==> src/rtl/frame_rd_logic_pkg.sv <==
// Shared definitions for the frame-buffer read mover: FSM states, MCB read
// instruction codes, burst sizing and per-density address widths.
package frame_rd_logic_pkg;

    typedef enum logic [1:0] {
        S_IDLE = 2'd0,
        S_REQ  = 2'd1,
        S_CMD  = 2'd2,
        S_RD   = 2'd3
    } state_e;

    localparam logic [2:0] INSTR_RD     = 3'b001;
    localparam logic [2:0] INSTR_RD_PRE = 3'b011;

    localparam int BURST_MAX       = 64;
    localparam int WORDS_W         = 23;
    localparam int RD_ADDR_W       = 17;
    localparam int RD_ADDR_W_1GB   = 17;
    localparam int RD_ADDR_W_512MB = 16;

    // Words in the next burst: a full 64-word burst, or whatever is left.
    function automatic logic [6:0] burst_size(input logic [WORDS_W-1:0] words_left);
        return (words_left >= WORDS_W'(BURST_MAX)) ? 7'd64 : words_left[6:0];
    endfunction

endpackage

==> src/rtl/frame_rd_logic_if.sv <==
// MCB port 3 read command/data channel plus the back FIFO write channel.
// master = read mover, slave = MCB port and back FIFO.
interface frame_rd_logic_if;

    logic        o_p3_cmd_en;
    logic [2:0]  ov_p3_cmd_instr;
    logic [5:0]  ov_p3_cmd_bl;
    logic [29:0] ov_p3_cmd_byte_addr;
    logic        i_p3_cmd_full;
    logic        o_p3_rd_en;
    logic [31:0] iv_p3_rd_data;
    logic        i_p3_rd_empty;
    logic [31:0] ov_buf_din;
    logic        o_buf_wr_en;
    logic        i_buf_pf;
    logic        i_buf_full;

    modport master (
        output o_p3_cmd_en, ov_p3_cmd_instr, ov_p3_cmd_bl, ov_p3_cmd_byte_addr,
        output o_p3_rd_en, ov_buf_din, o_buf_wr_en,
        input  i_p3_cmd_full, iv_p3_rd_data, i_p3_rd_empty, i_buf_pf, i_buf_full
    );

    modport slave (
        input  o_p3_cmd_en, ov_p3_cmd_instr, ov_p3_cmd_bl, ov_p3_cmd_byte_addr,
        input  o_p3_rd_en, ov_buf_din, o_buf_wr_en,
        output i_p3_cmd_full, iv_p3_rd_data, i_p3_rd_empty, i_buf_pf, i_buf_full
    );

endinterface

==> src/rtl/frame_rd_cmd_gen.sv <==
// Read command generator: burst length, byte address, burst index and
// remaining-word bookkeeping for one frame.
module frame_rd_cmd_gen
    import frame_rd_logic_pkg::*;
#(
    parameter string RD_WR_WITH_PRE   = "FALSE",
    parameter string DDR3_MEM_DENSITY = "1Gb"
) (
    input  logic                 clk,
    input  logic                 reset,
    input  logic                 load,
    input  logic [WORDS_W-1:0]   frame_words,
    input  logic                 issue,
    input  logic [1:0]           ptr,
    output logic [5:0]           bl,
    output logic [29:0]          byte_addr,
    output logic [2:0]           instr,
    output logic [RD_ADDR_W-1:0] rd_addr,
    output logic [WORDS_W-1:0]   words_left,
    output logic [6:0]           burst_words
);

    localparam bit         IS_512MB   = (DDR3_MEM_DENSITY == "512Mb");
    localparam logic [2:0] INSTR_CODE = (RD_WR_WITH_PRE == "TRUE") ? INSTR_RD_PRE : INSTR_RD;

    logic [RD_ADDR_W-1:0] rd_addr_q, rd_addr_d;
    logic [WORDS_W-1:0]   words_left_q, words_left_d;
    logic [5:0]           bl_q, bl_d;
    logic [29:0]          byte_addr_q, byte_addr_d;
    logic [2:0]           instr_q, instr_d;
    logic [6:0]           burst_words_q, burst_words_d;
    logic [6:0]           next_words;
    logic [29:0]          next_addr;

    // NOTE: every always_comb output gets a default first so no path leaves it unassigned (no latches).
    always_comb begin
        next_words = burst_size(words_left_q);
        if (IS_512MB) next_addr = {4'b0, ptr, rd_addr_q[RD_ADDR_W_512MB-1:0], 8'b0};
        else          next_addr = {3'b0, ptr, rd_addr_q[RD_ADDR_W_1GB-1:0], 8'b0};

        rd_addr_d     = rd_addr_q;
        words_left_d  = words_left_q;
        bl_d          = bl_q;
        byte_addr_d   = byte_addr_q;
        instr_d       = instr_q;
        burst_words_d = burst_words_q;
        if (load) begin
            rd_addr_d    = '0;
            words_left_d = frame_words;
        end else if (issue) begin
            bl_d          = 6'(next_words - 7'd1);
            byte_addr_d   = next_addr;
            instr_d       = INSTR_CODE;
            burst_words_d = next_words;
            rd_addr_d     = rd_addr_q + RD_ADDR_W'(1);
            words_left_d  = words_left_q - WORDS_W'(next_words);
        end
    end

    // NOTE: state registers use non-blocking assignments so every flop samples pre-edge values.
    always_ff @(posedge clk or posedge reset) begin
        if (reset) begin
            rd_addr_q     <= '0;
            words_left_q  <= '0;
            bl_q          <= '0;
            byte_addr_q   <= '0;
            instr_q       <= '0;
            burst_words_q <= '0;
        end else begin
            rd_addr_q     <= rd_addr_d;
            words_left_q  <= words_left_d;
            bl_q          <= bl_d;
            byte_addr_q   <= byte_addr_d;
            instr_q       <= instr_d;
            burst_words_q <= burst_words_d;
        end
    end

    assign bl          = bl_q;
    assign byte_addr   = byte_addr_q;
    assign instr       = instr_q;
    assign rd_addr     = rd_addr_q;
    assign words_left  = words_left_q;
    assign burst_words = burst_words_q;

endmodule

==> src/rtl/frame_rd_logic.sv <==
// Read side of the DDR3 frame buffer: waits for a completed frame, arbitrates
// through the judge and streams the frame from MCB port 3 into the back FIFO.
module frame_rd_logic
    import frame_rd_logic_pkg::*;
#(
    parameter string RD_WR_WITH_PRE   = "FALSE",
    parameter string DDR3_MEM_DENSITY = "1Gb"
) (
    input  logic                 clk,
    input  logic                 reset,
    input  logic [2:0]           iv_frame_depth,
    input  logic                 i_frame_en,
    input  logic [WORDS_W-1:0]   iv_frame_words,
    input  logic [1:0]           iv_wr_frame_ptr,
    input  logic                 i_writing,
    output logic                 o_rd_req,
    input  logic                 i_rd_ack,
    output logic [1:0]           ov_rd_frame_ptr,
    output logic                 o_reading,
    output logic [RD_ADDR_W-1:0] ov_rd_addr,
    input  logic                 i_calib_done,
    frame_rd_logic_if.master     bus
);

    state_e       state_q, state_d;
    logic         calib_meta_q, calib_sync_q;
    logic         writing_q;
    logic         frame_avail_q, frame_avail_d;
    logic [1:0]   last_done_ptr_q, last_done_ptr_d;
    logic [2:0]   depth_q, depth_d;
    logic         rd_req_q, rd_req_d;
    logic         reading_q, reading_d;
    logic [1:0]   rd_ptr_q, rd_ptr_d;
    logic         cmd_en_q, cmd_en_d;
    logic [6:0]   burst_cnt_q, burst_cnt_d;

    logic               wr_fall, able_to_read, ack_ok, issue, pop, last_pop, drained;
    logic [WORDS_W-1:0] words_left;
    logic [6:0]         burst_words;

    frame_rd_cmd_gen #(
        .RD_WR_WITH_PRE   (RD_WR_WITH_PRE),
        .DDR3_MEM_DENSITY (DDR3_MEM_DENSITY)
    ) u_cmd_gen (
        .clk         (clk),
        .reset       (reset),
        .load        (ack_ok),
        .frame_words (iv_frame_words),
        .issue       (issue),
        .ptr         (rd_ptr_q),
        .bl          (bus.ov_p3_cmd_bl),
        .byte_addr   (bus.ov_p3_cmd_byte_addr),
        .instr       (bus.ov_p3_cmd_instr),
        .rd_addr     (ov_rd_addr),
        .words_left  (words_left),
        .burst_words (burst_words)
    );

    always_comb begin
        wr_fall = writing_q && !i_writing;
        unique case (depth_q)
            3'b001:         able_to_read = frame_avail_q && !i_writing;
            3'b010, 3'b100: able_to_read = frame_avail_q;
            default:        able_to_read = 1'b0;
        endcase
        ack_ok   = (state_q == S_REQ) && i_rd_ack && able_to_read;
        issue    = (state_q == S_CMD) && !bus.i_p3_cmd_full;
        pop      = (state_q == S_RD) && !bus.i_p3_rd_empty && !bus.i_buf_full
                   && (burst_cnt_q < burst_words);
        last_pop = pop && (burst_cnt_q == burst_words - 7'd1);
        drained  = (burst_cnt_q == burst_words);
    end

    always_comb begin
        state_d = state_q;
        unique case (state_q)
            S_IDLE: if (frame_avail_q && i_frame_en && calib_sync_q && !bus.i_buf_pf) state_d = S_REQ;
            S_REQ:  if (i_rd_ack) state_d = able_to_read ? S_CMD : S_IDLE;
            S_CMD:  if (!bus.i_p3_cmd_full) state_d = S_RD;
            // A programmable-full back FIFO parks us here after the burst drains.
            S_RD: begin
                if (last_pop || drained) begin
                    if (words_left == '0)   state_d = S_IDLE;
                    else if (!bus.i_buf_pf) state_d = S_CMD;
                end
            end
            default: state_d = S_IDLE;
        endcase
    end

    always_comb begin
        frame_avail_d   = frame_avail_q;
        last_done_ptr_d = last_done_ptr_q;
        if (ack_ok)  frame_avail_d = 1'b0;
        // A write finishing in the ack cycle leaves its frame pending.
        if (wr_fall) begin
            frame_avail_d   = 1'b1;
            last_done_ptr_d = iv_wr_frame_ptr;
        end

        depth_d = depth_q;
        if (state_q == S_IDLE && (iv_frame_depth == 3'b001 || iv_frame_depth == 3'b010
                                  || iv_frame_depth == 3'b100))
            depth_d = iv_frame_depth;

        rd_req_d = (state_q == S_REQ) && !i_rd_ack;

        reading_d = reading_q;
        rd_ptr_d  = rd_ptr_q;
        if (state_q == S_IDLE) reading_d = 1'b0;
        else if (ack_ok) begin
            reading_d = 1'b1;
            rd_ptr_d  = (depth_q == 3'b001) ? 2'd0 : last_done_ptr_q;
        end

        cmd_en_d    = issue;
        burst_cnt_d = burst_cnt_q;
        if (issue)    burst_cnt_d = '0;
        else if (pop) burst_cnt_d = burst_cnt_q + 7'd1;
    end

    always_ff @(posedge clk or posedge reset) begin
        if (reset) begin
            state_q         <= S_IDLE;
            calib_meta_q    <= 1'b0;
            calib_sync_q    <= 1'b0;
            writing_q       <= 1'b0;
            frame_avail_q   <= 1'b0;
            last_done_ptr_q <= '0;
            depth_q         <= '0;
            rd_req_q        <= 1'b0;
            reading_q       <= 1'b0;
            rd_ptr_q        <= '0;
            cmd_en_q        <= 1'b0;
            burst_cnt_q     <= '0;
        end else begin
            state_q         <= state_d;
            calib_meta_q    <= i_calib_done;
            calib_sync_q    <= calib_meta_q;
            writing_q       <= i_writing;
            frame_avail_q   <= frame_avail_d;
            last_done_ptr_q <= last_done_ptr_d;
            depth_q         <= depth_d;
            rd_req_q        <= rd_req_d;
            reading_q       <= reading_d;
            rd_ptr_q        <= rd_ptr_d;
            cmd_en_q        <= cmd_en_d;
            burst_cnt_q     <= burst_cnt_d;
        end
    end

    assign o_rd_req        = rd_req_q;
    assign o_reading       = reading_q;
    assign ov_rd_frame_ptr = rd_ptr_q;
    assign bus.o_p3_cmd_en = cmd_en_q;
    assign bus.o_p3_rd_en  = pop;
    assign bus.o_buf_wr_en = pop;
    assign bus.ov_buf_din  = bus.iv_p3_rd_data;

endmodule
==> src/flat_wrapper.sv <==
// flat-port wrapper written by rule: the top's interface ports become plain ports
module frame_rd_logic_flat import frame_rd_logic_pkg::*;
#(
    parameter string RD_WR_WITH_PRE   = "     ",
    parameter string DDR3_MEM_DENSITY = "   "
)
  (clk, reset, iv_frame_depth, i_frame_en, iv_frame_words, iv_wr_frame_ptr, i_writing, o_rd_req, i_rd_ack, ov_rd_frame_ptr, o_reading, ov_rd_addr, i_calib_done, bus_o_p3_cmd_en, bus_ov_p3_cmd_instr, bus_ov_p3_cmd_bl, bus_ov_p3_cmd_byte_addr, bus_o_p3_rd_en, bus_ov_buf_din, bus_o_buf_wr_en, bus_i_p3_cmd_full, bus_iv_p3_rd_data, bus_i_p3_rd_empty, bus_i_buf_pf, bus_i_buf_full);
  frame_rd_logic_if bus_i ();
  input  logic clk;
  input  logic reset;
  input  logic [2:0] iv_frame_depth;
  input  logic i_frame_en;
  input  logic [WORDS_W-1:0] iv_frame_words;
  input  logic [1:0] iv_wr_frame_ptr;
  input  logic i_writing;
  output logic o_rd_req;
  input  logic i_rd_ack;
  output logic [1:0] ov_rd_frame_ptr;
  output logic o_reading;
  output logic [RD_ADDR_W-1:0] ov_rd_addr;
  input  logic i_calib_done;
  output wire logic [$bits(bus_i.o_p3_cmd_en)-1:0] bus_o_p3_cmd_en;
  output wire logic [$bits(bus_i.ov_p3_cmd_instr)-1:0] bus_ov_p3_cmd_instr;
  output wire logic [$bits(bus_i.ov_p3_cmd_bl)-1:0] bus_ov_p3_cmd_bl;
  output wire logic [$bits(bus_i.ov_p3_cmd_byte_addr)-1:0] bus_ov_p3_cmd_byte_addr;
  output wire logic [$bits(bus_i.o_p3_rd_en)-1:0] bus_o_p3_rd_en;
  output wire logic [$bits(bus_i.ov_buf_din)-1:0] bus_ov_buf_din;
  output wire logic [$bits(bus_i.o_buf_wr_en)-1:0] bus_o_buf_wr_en;
  input wire logic [$bits(bus_i.i_p3_cmd_full)-1:0] bus_i_p3_cmd_full;
  input wire logic [$bits(bus_i.iv_p3_rd_data)-1:0] bus_iv_p3_rd_data;
  input wire logic [$bits(bus_i.i_p3_rd_empty)-1:0] bus_i_p3_rd_empty;
  input wire logic [$bits(bus_i.i_buf_pf)-1:0] bus_i_buf_pf;
  input wire logic [$bits(bus_i.i_buf_full)-1:0] bus_i_buf_full;
  assign bus_o_p3_cmd_en = bus_i.o_p3_cmd_en;
  assign bus_ov_p3_cmd_instr = bus_i.ov_p3_cmd_instr;
  assign bus_ov_p3_cmd_bl = bus_i.ov_p3_cmd_bl;
  assign bus_ov_p3_cmd_byte_addr = bus_i.ov_p3_cmd_byte_addr;
  assign bus_o_p3_rd_en = bus_i.o_p3_rd_en;
  assign bus_ov_buf_din = bus_i.ov_buf_din;
  assign bus_o_buf_wr_en = bus_i.o_buf_wr_en;
  assign bus_i.i_p3_cmd_full = bus_i_p3_cmd_full;
  assign bus_i.iv_p3_rd_data = bus_iv_p3_rd_data;
  assign bus_i.i_p3_rd_empty = bus_i_p3_rd_empty;
  assign bus_i.i_buf_pf = bus_i_buf_pf;
  assign bus_i.i_buf_full = bus_i_buf_full;
  frame_rd_logic #(.RD_WR_WITH_PRE(RD_WR_WITH_PRE), .DDR3_MEM_DENSITY(DDR3_MEM_DENSITY)) u_core (.clk(clk), .reset(reset), .iv_frame_depth(iv_frame_depth), .i_frame_en(i_frame_en), .iv_frame_words(iv_frame_words), .iv_wr_frame_ptr(iv_wr_frame_ptr), .i_writing(i_writing), .o_rd_req(o_rd_req), .i_rd_ack(i_rd_ack), .ov_rd_frame_ptr(ov_rd_frame_ptr), .o_reading(o_reading), .ov_rd_addr(ov_rd_addr), .i_calib_done(i_calib_done), .bus(bus_i));
endmodule
==> config.mk <==
export PLATFORM = sky130hd
export DESIGN_NAME = frame_rd_logic_flat
export DESIGN_NICKNAME = d
export VERILOG_FILES = /design/src/rtl/frame_rd_logic_pkg.sv /design/src/rtl/frame_rd_logic_if.sv /design/src/rtl/frame_rd_cmd_gen.sv /design/src/rtl/frame_rd_logic.sv /design/src/flat_wrapper.sv
export SDC_FILE = /design/constraint.sdc
export NUM_CORES = 1
export LEC_CHECK = 0
export ABC_AREA = 1
export BUFFER_PORTS_ARGS = -buffer_cell sky130_fd_sc_hd__buf_2
export CORE_ASPECT_RATIO = 1.2
export CORE_MARGIN = 3
export CORE_UTILIZATION = 50
export CTS_BUF_LIST = sky130_fd_sc_hd__clkbuf_4 sky130_fd_sc_hd__clkbuf_8 sky130_fd_sc_hd__clkbuf_16
export CTS_CLUSTER_SIZE = 16
export DETAILED_ROUTE_END_ITERATION = 7
export HOLD_SLACK_MARGIN = 0.03
export MAX_ROUTING_LAYER = met4
export PLACE_DENSITY = 0.77
export SYNTH_ARGS = -nofsm -noshare
export SYNTH_HDL_FRONTEND = slang
export SYNTH_SLANG_ARGS = --single-unit
==> constraint.sdc <==
create_clock -name clk -period 3.85 [get_ports clk]
set_input_delay 0.5775 -clock clk [delete_from_list [all_inputs] [get_ports clk]]
set_output_delay 0.5775 -clock clk [all_outputs]
set_load 0.02 [all_outputs]
==> run metrics <==
status=finished clean; GRT overflow=0; CTS Hold Bufs=0; # port buffers=87; post-route setup slack=1.34 ns; most common cell after layout, fill and taps aside=nand2_1; FP Rows=42; register bit total from synthesis=96; Worst Reg-to-Reg Cells=9; cell mode on critical path=nand2_1; Worst Hold Slack=0.275 ns; Critical Path AT=1.93 ns; Worst-Skew Late Latency=0.35 ns; most frequent cells in the layout=nand2_1 (176), dfrtp_1 (96), buf_2 (87); fmax=399 MHz; CP Cell Sequence=inv_1 > ha_1 > nand2_1 > o21ai_0 > nand2_1 > nand2_2 > clkinv_2 > buf_2; Slew Limit Fails=0; Slew headroom=56.1%; Die ar.=0.0128 sq mm; ant diodes=0; Post-DRT Antenna Nets=0; Post-Syn Instances=721; RSZ-0062 raised after global routing=no; Worst Setup Path Type=flop to primary output; DR WL met3=782 microns; Leak=0.00315 uW; root buf cell=clkbuf_16; slowest CP cell=dfrtp_1; GP Congestion=0.896; Netlist cell types=44; Die H=123 microns; Final Total Pwr=4640 uW; TritonCTS buffer count=9; setup bufs post-CTS=0; setup slack, reg-to-reg=1.36 ns; Setup TNS Final=0 ns; Via Count=4801; top sig layer=met4; post-route minimum period=2.51 ns; total of max-cap violations=0; clk sinks=96; clk_skew=0.00867 ns; Setup crit start kind=flop; Final period util=65.1%; Die W=104 microns; all-layer global routing usage=22.1%; CORE AREA=0.0111 sq mm; H-tree levels=3; Final Net Count=856; worst-margin pin slew=0.657 ns; crit path to=bus_o_buf_wr_en; layout cells sized above 1=20.8%; pre-CTS setup slack=1.27 ns; CTS tree=built; fill count=1056; VDD IR-drop max=0.393 mV; M1 WL=5950 microns; PwrDens=738 mW/mm^2; number of global-route vias before repair=4589; largest net degree at the start of global routing=65; reg-to-reg critical path startpoint=u_core.depth_q[2]; Final Hold Fails=0; R2R Path End=u_core.u_cmd_gen.words_left[17]; Synth Cell Area=0.00572 sq mm; Data required, critical path=3.27 ns; syn avg cell area=7.93 sq um; Post-route DRC=0; first-pass GRT wire length=22000 microns; Yosys warnings=0; met2 routed WL=6150 microns; Final Setup Violations=0; antenna violations before repair=0; per-cell routed wire length=14.3 microns; 1st-pass router iterations=4; Final HPWL DP=9730 microns; crit path max fanout=8; Post-CTS Resized=0; clk slew on worst S/H paths=0.07 ns; Initial Utilization=51.6%; Hold Crit Class=input pin to async pin; CP startpoint=u_core.u_cmd_gen.burst_words[2]; CP Capture Type=primary output; num ports=165; vias per std cell=5.15; maximum single-stage delay on the critical path=0.35 ns; initial DRC count=278; CTS Buffer Depth=2; Routed WL=13300 microns; Synth-to-Final Area Change=10.1%; Seq/Total Area, Yosys=42.0%
==> registers in the layout, summed over array words and instances, names as in the netlist <==
name and cells:
u_core.u_cmd_gen.words_left 23, u_core.u_cmd_gen.byte_addr 19, u_core.u_cmd_gen.rd_addr 17, u_core.burst_cnt_q 7
u_core.u_cmd_gen.burst_words 7, u_core.u_cmd_gen.bl 6, u_core.depth_q 3, u_core.last_done_ptr_q 2
u_core.ov_rd_frame_ptr 2, u_core.state_q 2, u_core.bus.o_p3_cmd_en 1, u_core.calib_meta_q 1
u_core.calib_sync_q 1, u_core.frame_avail_q 1, u_core.o_rd_req 1, u_core.o_reading 1
u_core.u_cmd_gen.instr 1, u_core.writing_q 1
==> through the flow <==
stage | utilization, % | cell area [sq um] | std cells
floorplan | - | 5770 | 734
global placement | 54.0 | 5990 | 916
detailed placement | 54.0 | 5990 | 916
CTS | 56.7 | 6290 | 932
global route | 56.7 | 6290 | 932
finish | 56.7 | 6290 | 932
==> critical path: cells and delay by family (launching register included) <==
kind                     cells  cell delay (ns)
flip-flops                   1             0.35
AND/OR/NAND/NOR              3             0.31
AO/OA/AOI/OAI                1             0.18
buffers and inverters        3             0.41
adder cells (fa/ha/maj)      1             0.33
==> layer usage <==
layer | GRT usage (%) | vias up
li1 | - | 2369
met1 | 27.6 | 2249
met2 | 34.5 | 151
met3 | 4.75 | 32
met4 | 10.6 | 0
met5 | - | -
==> Yosys cell counts <==
master | count | share of area (%)
ha_1 | 13 | 2.8
nand3_2 | 7 | 1.2
mux2_2 | 2 | 0.39
dfrtp_1 | 96 | 42
xnor2_1 | 6 | 0.92
clkbuf_1 | 5 | 0.33
buf_4 | 49 | 6.4
nor2_4 | 9 | 1.8
o31ai_1 | 2 | 0.26
nand2_4 | 1 | 0.20
nand3_4 | 1 | 0.31
o21ai_2 | 2 | 0.31
nor4_1 | 2 | 0.22
nor3_4 | 1 | 0.28
buf_6 | 1 | 0.20
nand4_1 | 15 | 1.6
o21a_1 | 3 | 0.39
inv_1 | 74 | 4.9
nor2_1 | 57 | 3.7
xor2_1 | 17 | 2.6
o21bai_1 | 4 | 0.53
o22ai_1 | 1 | 0.11
o211a_1 | 1 | 0.18
nand2_1 | 176 | 12
inv_4 | 1 | 0.11
o22ai_2 | 1 | 0.22
inv_2 | 7 | 0.46
buf_2 | 7 | 0.61
o221ai_1 | 3 | 0.46
nor2_2 | 9 | 0.98
nand2_2 | 10 | 1.1
o21ai_0 | 46 | 4.0
a31oi_1 | 2 | 0.22
o21ai_1 | 8 | 0.70
nand3_1 | 35 | 3.1
or2_2 | 2 | 0.22
clkinv_2 | 1 | 0.087
nor3b_1 | 1 | 0.13
o211ai_1 | 5 | 0.66
o2111ai_1 | 1 | 0.15
a21oi_1 | 16 | 1.4
nor4_4 | 1 | 0.37
conb_1 | 2 | 0.13
nor3_1 | 18 | 1.6
==> layout make-up <==
| class | instances | area, sq um | area share, % |
|---|---|---|---|
| multi-input cells | 493 | 2620 | 41.6 |
| flip-flops and latches | 96 | 2400 | 38.2 |
| repair buffers | 90 | 458 | 7.28 |
| inverters | 83 | 318 | 5.05 |
| clock buffers | 10 | 239 | 3.80 |
| well taps | 154 | 193 | 3.06 |
| clock inverters | 6 | 67.6 | 1.07 |
==> cells by family after synthesis <==
group           share of synthesized area, %
buf+inv                                 13.1
flops                                   42.0
mux                                    0.394
xor+xnor                                3.52
fa+ha+maj                               2.85
other cells                            0.131
simple gates                            28.4
compound gates                          9.61
==> worst min path at each step <==
stage / start / to / depth (start not counted)
after global placement: u_core.calib_meta_q / u_core.calib_sync_q / 0
after global routing: reset / u_core.u_cmd_gen.byte_addr[22] / 2
after detailed placement: u_core.calib_meta_q / u_core.calib_sync_q / 0
final: reset / u_core.u_cmd_gen.byte_addr[22] / 2
after floorplan: u_core.calib_meta_q / u_core.calib_sync_q / 0
after CTS: reset / u_core.u_cmd_gen.rd_addr[5] / 2
==> report_power, final <==
part	switching [uW]	internal, uW
registers	346	1360
logic	1320	693
clock network	401	524
total	2060	2580
Power figures use the tool's default switching activity.
